==> config.mk <==
export PLATFORM = sky130hd
export DESIGN_NAME = alu_driver
export DESIGN_NICKNAME = d
export VERILOG_FILES = /design/src/rtl/alu_driver.sv
export SDC_FILE = /design/constraint.sdc
export NUM_CORES = 1
export LEC_CHECK = 0
export BUFFER_PORTS_ARGS = -buffer_cell sky130_fd_sc_hd__buf_4
export CORE_ASPECT_RATIO = 1.1
export CORE_MARGIN = 3
export CORE_UTILIZATION = 30
export DETAILED_ROUTE_END_ITERATION = 7
export PLACE_DENSITY_LB_ADDON = 0.15
export REMOVE_ABC_BUFFERS = 1
export SYNTH_ARGS = -nofsm -noshare
export SYNTH_HDL_FRONTEND = slang
export SYNTH_SLANG_ARGS = --single-unit
==> constraint.sdc <==
create_clock -name clk -period 1.6 [get_ports clk]
set_input_delay 0.08 -clock clk [delete_from_list [all_inputs] [get_ports clk]]
set_output_delay 0.08 -clock clk [all_outputs]
set_load 0.05 [all_outputs]
==> src/rtl/alu_driver.sv <==
// -----------------------------------------------------------------------------
// alu_driver
//   Command-side front end for the 4-bit ALU. Accepts one tagged operation at a
//   time over a valid/ready handshake, drives the ALU operands and holds them
//   stable, waits out the ALU's registered latency, captures y/carry and
//   returns a tagged response over a second valid/ready handshake.
//
// Ports:
//   clk, rst                 clock, synchronous active-high reset
//   cmd_valid/cmd_ready      command handshake
//   cmd_op/cmd_a/cmd_b/cmd_tag  command payload (op: 00 add 01 sub 10 and 11 or)
//   alu_op/alu_a/alu_b       operands driven to the ALU (held between commands)
//   alu_y/alu_carry          ALU result inputs
//   rsp_valid/rsp_ready      response handshake
//   rsp_y/rsp_carry/rsp_tag  captured result and echoed tag
//   rsp_mismatch             self-check flag (0 unless ALU_DRV_CHECK_EN)
//   busy                     high whenever not IDLE
//   done_cnt                 wrapping count of completed responses
//
// Build option:
//   ALU_DRV_CHECK_EN  when defined, an internal reference model predicts the
//                     5-bit result at accept and rsp_mismatch flags a
//                     disagreement with the captured ALU output.
// -----------------------------------------------------------------------------
module alu_driver #(
    parameter int LATENCY = 2,
    parameter int TAG_W   = 4,
    parameter int CNT_W   = 8
) (
    input  logic             clk,
    input  logic             rst,
    input  logic             cmd_valid,
    output logic             cmd_ready,
    input  logic [1:0]       cmd_op,
    input  logic [3:0]       cmd_a,
    input  logic [3:0]       cmd_b,
    input  logic [TAG_W-1:0] cmd_tag,
    output logic [1:0]       alu_op,
    output logic [3:0]       alu_a,
    output logic [3:0]       alu_b,
    input  logic [3:0]       alu_y,
    input  logic             alu_carry,
    output logic             rsp_valid,
    input  logic             rsp_ready,
    output logic [3:0]       rsp_y,
    output logic             rsp_carry,
    output logic [TAG_W-1:0] rsp_tag,
    output logic             rsp_mismatch,
    output logic             busy,
    output logic [CNT_W-1:0] done_cnt
);

    typedef enum logic [1:0] {IDLE, WAIT, RESP} state_t;

    state_t           state;
    state_t           state_nxt;
    logic [3:0]       wait_cnt;
    logic [TAG_W-1:0] tag_lat;
    logic             wait_done;

    assign wait_done = (wait_cnt == 4'd0);

    always_ff @(posedge clk) begin
        if (rst) state <= IDLE;
        else     state <= state_nxt;
    end

    always_comb begin
        state_nxt = state;
        cmd_ready = 1'b0;
        rsp_valid = 1'b0;
        busy      = 1'b1;
        case (state)
            IDLE: begin
                cmd_ready = 1'b1;
                busy      = 1'b0;
                if (cmd_valid) state_nxt = WAIT;
            end
            WAIT: begin
                if (wait_done) state_nxt = RESP;
            end
            RESP: begin
                rsp_valid = 1'b1;
                if (rsp_ready) state_nxt = IDLE;
            end
            default: state_nxt = IDLE;
        endcase
    end

    // Operand launch, latency countdown, result capture and completion count.
    // The counter is loaded with LATENCY at accept and the capture happens on
    // the edge where it reads zero, i.e. LATENCY+1 edges after accept.
    always_ff @(posedge clk) begin
        if (rst) begin
            alu_op    <= 2'd0;
            alu_a     <= 4'd0;
            alu_b     <= 4'd0;
            wait_cnt  <= 4'd0;
            tag_lat   <= '0;
            rsp_y     <= 4'd0;
            rsp_carry <= 1'b0;
            rsp_tag   <= '0;
            done_cnt  <= '0;
        end else begin
            case (state)
                IDLE: begin
                    if (cmd_valid) begin
                        alu_op   <= cmd_op;
                        alu_a    <= cmd_a;
                        alu_b    <= cmd_b;
                        tag_lat  <= cmd_tag;
                        wait_cnt <= 4'(LATENCY);
                    end
                end
                WAIT: begin
                    if (wait_done) begin
                        rsp_y     <= alu_y;
                        rsp_carry <= alu_carry;
                        rsp_tag   <= tag_lat;
                    end else begin
                        wait_cnt <= wait_cnt - 4'd1;
                    end
                end
                RESP: begin
                    if (rsp_ready) done_cnt <= done_cnt + CNT_W'(1);
                end
                default: ;
            endcase
        end
    end

`ifdef ALU_DRV_CHECK_EN
    logic [4:0] exp_res;
    logic       mismatch_r;

    // Reference result: bit 4 is carry for add, borrow (a<b) for sub, 0 for logic ops.
    function automatic logic [4:0] ref_result(input logic [1:0] op,
                                              input logic [3:0] a,
                                              input logic [3:0] b);
        logic [4:0] r;
        case (op)
            2'b00:   r = {1'b0, a} + {1'b0, b};
            2'b01:   r = {1'b0, a} - {1'b0, b};
            2'b10:   r = {1'b0, a & b};
            default: r = {1'b0, a | b};
        endcase
        return r;
    endfunction

    always_ff @(posedge clk) begin
        if (rst) begin
            exp_res    <= 5'd0;
            mismatch_r <= 1'b0;
        end else begin
            case (state)
                IDLE: if (cmd_valid) exp_res <= ref_result(cmd_op, cmd_a, cmd_b);
                WAIT: if (wait_done) mismatch_r <= ({alu_carry, alu_y} != exp_res);
                RESP: if (rsp_ready) mismatch_r <= 1'b0;
                default: ;
            endcase
        end
    end

    assign rsp_mismatch = mismatch_r;
`else
    assign rsp_mismatch = 1'b0;
`endif

endmodule
==> results of run 1 <==
## worst min path at each step
stage / end / startpoint / cells after the start / slack [ps]
after floorplan: alu_a[0]$_SDFFE_PP0P_ / rst / 1 / 150
after global placement: alu_a[0]$_SDFFE_PP0P_ / cmd_a[0] / 3 / 330
after detailed placement: alu_a[0]$_SDFFE_PP0P_ / cmd_a[0] / 3 / 340
after CTS: alu_b[3]$_SDFFE_PP0P_ / cmd_b[3] / 3 / 30
after global routing: alu_a[1]$_SDFFE_PP0P_ / cmd_a[1] / 3 / 30
final: alu_op[0]$_SDFFE_PP0P_ / cmd_op[0] / 3 / 40
## through the flow
| stage | util | std cells | hold WS [ps] | worst slack [ps] |
|---|---|---|---|---|
| after floorplan | - | 169 | 149 | -86.9 |
| after global placement | 0.419 | 287 | 329 | 87.6 |
| after detailed placement | 0.419 | 287 | 339 | 64.9 |
| after CTS | 0.440 | 295 | 25.8 | 47.4 |
| after global routing | 0.441 | 295 | 28.9 | -3.86 |
| final | 0.441 | 295 | 37.2 | 121 |
## Yosys cell counts, types with 2 or more instances
| cell type | count |
|---|---|
| sky130_fd_sc_hd__or3_1 | 2 |
| sky130_fd_sc_hd__ha_1 | 3 |
| sky130_fd_sc_hd__nor3b_1 | 2 |
| sky130_fd_sc_hd__dfxtp_1 | 37 |
| sky130_fd_sc_hd__buf_4 | 2 |
| sky130_fd_sc_hd__xor2_1 | 2 |
| sky130_fd_sc_hd__nand2_1 | 31 |
| sky130_fd_sc_hd__o21ai_0 | 14 |
| sky130_fd_sc_hd__a21oi_1 | 33 |
| sky130_fd_sc_hd__nor2_1 | 4 |
| sky130_fd_sc_hd__nand3_1 | 11 |
| sky130_fd_sc_hd__buf_6 | 2 |
| sky130_fd_sc_hd__o31ai_1 | 2 |
| sky130_fd_sc_hd__or4_1 | 4 |
| sky130_fd_sc_hd__buf_2 | 3 |
| sky130_fd_sc_hd__clkbuf_1 | 7 |
| sky130_fd_sc_hd__inv_1 | 4 |
| sky130_fd_sc_hd__or3_2 | 2 |
## area by class of cell
type / count / share of cell area
multi-input combinational: 128 / 0.344
clock inverter: 1 / 0.00236
sequential: 37 / 0.349
tap: 56 / 0.0330
inverter: 4 / 0.00707
timing repair buffer: 62 / 0.219
clock buffer: 7 / 0.0454
## cell families after synthesis
kind of cell,Yosys count,synth area share
flops,37,0.475
mux,1,0.00642
other cells,1,0.00241
compound gates,52,0.176
xor+xnor,2,0.0112
fa+ha+maj,3,0.0241
buf+inv,18,0.0602
simple gates,69,0.245
## sequential cells by signal, summed over array words and instances, names as in the netlist
register   count
state          2
alu_b          4
alu_a          4
done_cnt       8
alu_op         2
tag_lat        4
rsp_tag        4
wait_cnt       4
rsp_carry      1
rsp_y          4
## repair_timing
item | in CTS | in global routing
hold buffers | 0 | 0
setup endpoints to repair | 0 | 13
gates resized for setup | 0 | 9
buffers inserted | 0 | 0
## worst max-delay path, cell delays in order, from the launching register on
cell and delay (ps):
sky130_fd_sc_hd__dfxtp_1 360, sky130_fd_sc_hd__inv_1 60, sky130_fd_sc_hd__ha_1 200, sky130_fd_sc_hd__nor3b_1 170, sky130_fd_sc_hd__or4_1 470, sky130_fd_sc_hd__a21oi_1 150
## report_power, final
part | internal [mW] | switching (mW) | leakage [nW]
clock | 0.389 | 0.326 | 0.0542
sequential | 0.972 | 0.0404 | 0.302
combinational | 0.208 | 0.332 | 0.544
## per-layer routing
metal	vias to the layer above	wire length, microns	GRT usage
met3	7	138	0.0343
met5	-	0	0
met4	0	59	0.0480
met1	641	1730	0.173
li1	745	-	-
met2	23	1760	0.187
==> out/results.tsv, run 1 <==
stage	metric	value	unit
final_layout	commonest non-fill, non-tap cells in the layout	sky130_fd_sc_hd__buf_4 (62), sky130_fd_sc_hd__dfxtp_1 (36), sky130_fd_sc_hd__a21oi_1 (33), sky130_fd_sc_hd__nand2_1 (31), sky130_fd_sc_hd__nand3_1 (11)	
worst_setup_path	WP data arrival	1700	ps
detailed_routing	Detailed Route WL	3680	microns
worst_setup_path	worst setup path startpoint	wait_cnt[0]$_SDFFE_PP0P_	
status	run status	complete, no violations	
timing	total setup violations reported at the end of the flow	0	
placed_design	detailed-placement wirelength estimate	2590	microns
global_route	number of global-route vias before repair	1301	
die	Die Area	6100	sq um
logic_synthesis	fraction of synthesized cell area taken by the top area cell type	0.475	
detailed_routing	length of the first detailed-routing pass in iterations	4	
clocking	Max clock buf depth	2	
worst_setup_path	kind of end point of the critical path	flip-flop	
worst_hold_path	class of the tightest hold or removal check	in -> reg	
global_route	initial antenna violation count	0	
logic_synthesis	cell types with the largest area share after synthesis	sky130_fd_sc_hd__dfxtp_1 (48%), sky130_fd_sc_hd__a21oi_1 (11%), sky130_fd_sc_hd__nand2_1 (7.5%)	
placed_design	cell area reported after detailed placement	2020	sq um
final_layout	Register Area	742	sq um
final_layout	layout cells sized above 1	0.335	
logic_synthesis	number of different library cells in the post-synthesis netlist	36	
power_and_ir_drop	total power draw	2.27	mW
timing	worst clock skew	5.28	ps
clocking	number of buffers added by the clock tree synthesis step	5	
logic_synthesis	cell area after technology mapping	1560	sq um
timing	final worst-path cycle share	0.924	
timing	time the worst path needs with I/O delays and setup	1480	ps
power_and_ir_drop	Pwr Density	1070	nW/um^2
global_route	aggregate global-route resource usage	0.126	
logic_synthesis	share of synthesized flip-flops with an asynchronous set or reset	0	
logic_synthesis	sequential cell area fraction in the yosys report	0.475	
die	Initial Util	0.324	
clocking	CTS clock-pin slew for the worst setup and hold paths	70	ps
detailed_routing	total via count after detailed routing	1416	
detailed_routing	average detailed-routed wire length per instance	12.5	microns
final_layout	number of diodes	0	
final_layout	leading cell type in the layout, fill and taps excluded	sky130_fd_sc_hd__buf_4	
power_and_ir_drop	largest vdd supply drop	0.483	mV
detailed_routing	DR DRC count	0	
detailed_routing	antenna violation net count after detailed routing	0	
logic_synthesis	instance count of the mapped netlist	183	
placed_design	IO Port Bufs	52	
die	floorplan die width	74.7	microns
logic_synthesis	post-synthesis area per instance	8.52	sq um
die	I/O pin cnt	54	
timing	count of final max-slew check failures	0	
detailed_routing	Detailed Route Iter0 Violations	73	
final_layout	final instance area	2120	sq um
global_route	first-pass GRT wire length	5980	microns
clocking	number of H-tree branching levels	2	
timing	total count of hold-check failures in the final report	0	
worst_setup_path	critical path required time	1820	ps
final_layout	NumNets Final	264	
worst_setup_path	setup slack on the worst flop-to-flop path	120	ps
job	max-capacitance violation count	0	
logic_synthesis	FF+latch count, synth	37	
die	area inside the core boundary	4810	sq um
logic_synthesis	main flop type after synthesis	sky130_fd_sc_hd__dfxtp_1	
logic_synthesis	Yosys warnings	0	
worst_setup_path	type of the setup path with the least slack	reg -> reg	
logic_synthesis	cell type with the largest total area after synthesis	sky130_fd_sc_hd__dfxtp_1	
power_and_ir_drop	leak pwr	0.900	nW
worst_setup_path	startpoint types	flip-flop	
worst_setup_path	maximum net fanout on the critical path	4	
worst_setup_path	destination of the worst register-to-register timing path	wait_cnt[3]$_SDFFE_PP0P_	
worst_setup_path	timing endpoint of the critical path	wait_cnt[3]$_SDFFE_PP0P_	
global_route	global-route congestion overflow total	0	
detailed_routing	mean number of vias per cell	4.80	
global_route	pin count of the biggest net entering global routing	37	
clocking	buffer cell driving the clock tree root	sky130_fd_sc_hd__clkbuf_8	
timing	Setup Total Neg Slack	0	ps
logic_synthesis	number of synthesized flops with an enable pin	0	
timing	maximum clock rate	0.676	GHz
clocking	TritonCTS clock tree	built	
final_layout	multi-input combinational cell area	729	sq um
worst_setup_path	worst reg-to-reg path cell count	5	
die	die extent in y	81.6	microns
clocking	total number of clock tree sinks	37	
placed_design	GP Congestion	0.696	
worst_setup_path	startpoint of the worst register-to-register path	wait_cnt[0]$_SDFFE_PP0P_	
clocking	clock insertion delay at the later pin of the skew report	280	ps
die	site row count	26	
final_layout	Syn-to-layout area delta	36.2	%
final_layout	number of fill cells	509	
Power figures use the tool's default switching activity.
==> run 2: changes to the inputs <==
--- a/config.mk
+++ b/config.mk
@@ -7,8 +7,9 @@
 export LEC_CHECK = 0
 export BUFFER_PORTS_ARGS = -buffer_cell sky130_fd_sc_hd__buf_4
 export CORE_ASPECT_RATIO = 1.1
-export CORE_MARGIN = 3
+export CORE_MARGIN = 4
 export CORE_UTILIZATION = 30
+export CTS_CLUSTER_DIAMETER = 60
 export DETAILED_ROUTE_END_ITERATION = 7
 export PLACE_DENSITY_LB_ADDON = 0.15
 export REMOVE_ABC_BUFFERS = 1
==> run 2 against run 1 <==
  * Worst hold slack improved by 7.0 ps
  * Highest routed layer unchanged
  * Non-clock buffer count rose by 1
  * Power fell by 5.5%
  * Clock skew fell by 2.0 ps
  * Global-route usage fell by 0.49 points
==> out/results.tsv, run 2 (synthesis gave the netlist of run 1 again) <==
stage	metric	value	unit
status	run status	complete, no violations	
worst_setup_path	worst reg-to-reg path cell count	6	
die	Initial Util	0.310	
placed_design	GP Congestion	0.751	
final_layout	number of fill cells	536	
timing	maximum clock rate	0.675	GHz
placed_design	Post-Place Worst Slack	24.9	ps
die	site row count	27	
final_layout	number of diodes	0	
power_and_ir_drop	largest vdd supply drop	0.456	mV
timing	worst clock skew	3.27	ps
detailed_routing	DR DRC count	0	
clocking	total number of clock tree sinks	37	
timing	total count of hold-check failures in the final report	0	
final_layout	final instance area	2100	sq um
timing	total setup violations reported at the end of the flow	0	
clocking	number of buffers added by the clock tree synthesis step	5	
final_layout	layout cells sized above 1	0.328	
power_and_ir_drop	total power draw	2.14	mW
clocking	post-cts sizing count	0	
worst_setup_path	startpoint types	flip-flop	
global_route	initial antenna violation count	0	
placed_design	number of cells after detailed placement	290	
clocking	CTS clock-pin slew for the worst setup and hold paths	70	ps
detailed_routing	average detailed-routed wire length per instance	12.6	microns
timing	final worst-path cycle share	0.926	
final_layout	Syn-to-layout area delta	34.9	%
final_layout	largest reg by FF count	done_cnt	
worst_setup_path	maximum net fanout on the critical path	6	
global_route	first-pass GRT wire length	6340	microns
detailed_routing	mean number of vias per cell	4.82	
placed_design	detailed-placement wirelength estimate	2650	microns
placed_design	IO Port Bufs	52	
worst_setup_path	WP data arrival	1640	ps
die	floorplan die width	76.7	microns
worst_setup_path	cell breakdown of the critical path	inv_1 -> ha_1 -> or3b_4 -> buf_4 -> o21ai_0 -> a21oi_1	
detailed_routing	Detailed Route WL	3720	microns
global_route	pin count of the biggest net entering global routing	37	
global_route	aggregate global-route resource usage	0.121	
timing	Worst Slack Setup Final	119	ps
clocking	Max clock buf depth	2	
final_layout	max reg flops	8	
worst_setup_path	setup slack on the worst flop-to-flop path	120	ps
clocking	TritonCTS clock tree	built	
worst_hold_path	cell depth of the worst hold path	3	
final_layout	leading cell type in the layout, fill and taps excluded	sky130_fd_sc_hd__buf_4	
die	area inside the core boundary	5030	sq um
clocking	clock insertion delay at the later pin of the skew report	280	ps
clocking	buffer cell driving the clock tree root	sky130_fd_sc_hd__clkbuf_8	
clocking	number of H-tree branching levels	2	
worst_setup_path	cell type of the slowest stage on the worst timing path	sky130_fd_sc_hd__or3b_4	
worst_setup_path	Max stage delay on crit path	410	ps
die	Die Area	6420	sq um
detailed_routing	Detailed Route Iter0 Violations	66	
power_and_ir_drop	Pwr Density	1020	nW/um^2
timing	Setup Total Neg Slack	0	ps
die	I/O pin cnt	54	
detailed_routing	total via count after detailed routing	1428	
timing	count of final max-slew check failures	0	
detailed_routing	length of the first detailed-routing pass in iterations	4	
timing	time the worst path needs with I/O delays and setup	1480	ps
timing	worst hold slack across all endpoints	44.2	ps
global_route	number of global-route vias before repair	1349	
clocking	quantity of hold-fixing buffers added after cts	0	
detailed_routing	antenna violation net count after detailed routing	0	
worst_setup_path	type of the setup path with the least slack	reg -> reg	
final_layout	NumNets Final	265	
final_layout	commonest non-fill, non-tap cells in the layout	sky130_fd_sc_hd__buf_4 (63), sky130_fd_sc_hd__dfxtp_1 (36), sky130_fd_sc_hd__a21oi_1 (33), sky130_fd_sc_hd__nand2_1 (31), sky130_fd_sc_hd__o21ai_0 (13)	
die	die extent in y	83.6	microns
worst_setup_path	kind of end point of the critical path	flip-flop	
job	max-capacitance violation count	0	
final_layout	utilization of the core after routing	0.418	
worst_setup_path	critical path required time	1760	ps
power_and_ir_drop	leak pwr	0.891	nW
clocking	Setup Buffers After CTS	0	
global_route	global-route congestion overflow total	0	
placed_design	cell area reported after detailed placement	2030	sq um
worst_hold_path	class of the tightest hold or removal check	in -> reg	
final_layout	count of non-filler cells in the finished layout	296	
timing	unrepaired setup endpoints after global routing	no	
==> run 2: cell count changes in the layout (fill, tap and decap cells not counted) <==
cell,before,now
sky130_fd_sc_hd__buf_4,62,63
sky130_fd_sc_hd__clkbuf_8,7,5
sky130_fd_sc_hd__nor2b_1,0,1
sky130_fd_sc_hd__nor2b_2,1,0
sky130_fd_sc_hd__o21ai_0,8,13
sky130_fd_sc_hd__o21ai_1,6,1
==> run 2: report_power, final <==
group	internal, mW	switching [mW]
clock	0.286	0.303
combinational	0.210	0.332
sequential	0.973	0.0395
total	1.47	0.674
==> run 2: area by class of cell <==
class | count | area (sq um) | area share
well taps | 58 | 72.6 | 0.0345
clock inverters | 1 | 5.00 | 0.00238
flip-flops and latches | 37 | 742 | 0.353
repair buffers | 63 | 473 | 0.225
clock buffers | 5 | 68.8 | 0.0327
multi-input cells | 128 | 727 | 0.346
inverters | 4 | 15.0 | 0.00714
==> run 2: worst max-delay path, delay by kind of cell (launching register included) <==
kind,cells,cell delay [ps]
buf+inv,2,250
compound gates,2,220
fa+ha+maj,1,150
simple gates,1,410
flops,1,320
==> run 2: final timing paths <==
| kind | startpoint | end |
|---|---|---|
| worst max-delay path | wait_cnt[0]$_SDFFE_PP0P_ | rsp_y[0]$_SDFFE_PP0P_ |
| worst min-delay path | cmd_a[1] | alu_a[1]$_SDFFE_PP0P_ |
| worst max register to register | wait_cnt[0]$_SDFFE_PP0P_ | rsp_y[0]$_SDFFE_PP0P_ |
| worst min register to register | alu_a[1]$_SDFFE_PP0P_ | alu_a[1]$_SDFFE_PP0P_ |
==> run 2: metal layers <==
metal	up-vias	global-route usage	wire, microns
met1	655	0.152	1750
met5	-	0	0
met4	0	0.0494	48
li1	743	-	-
met2	25	0.198	1760
met3	5	0.0281	159
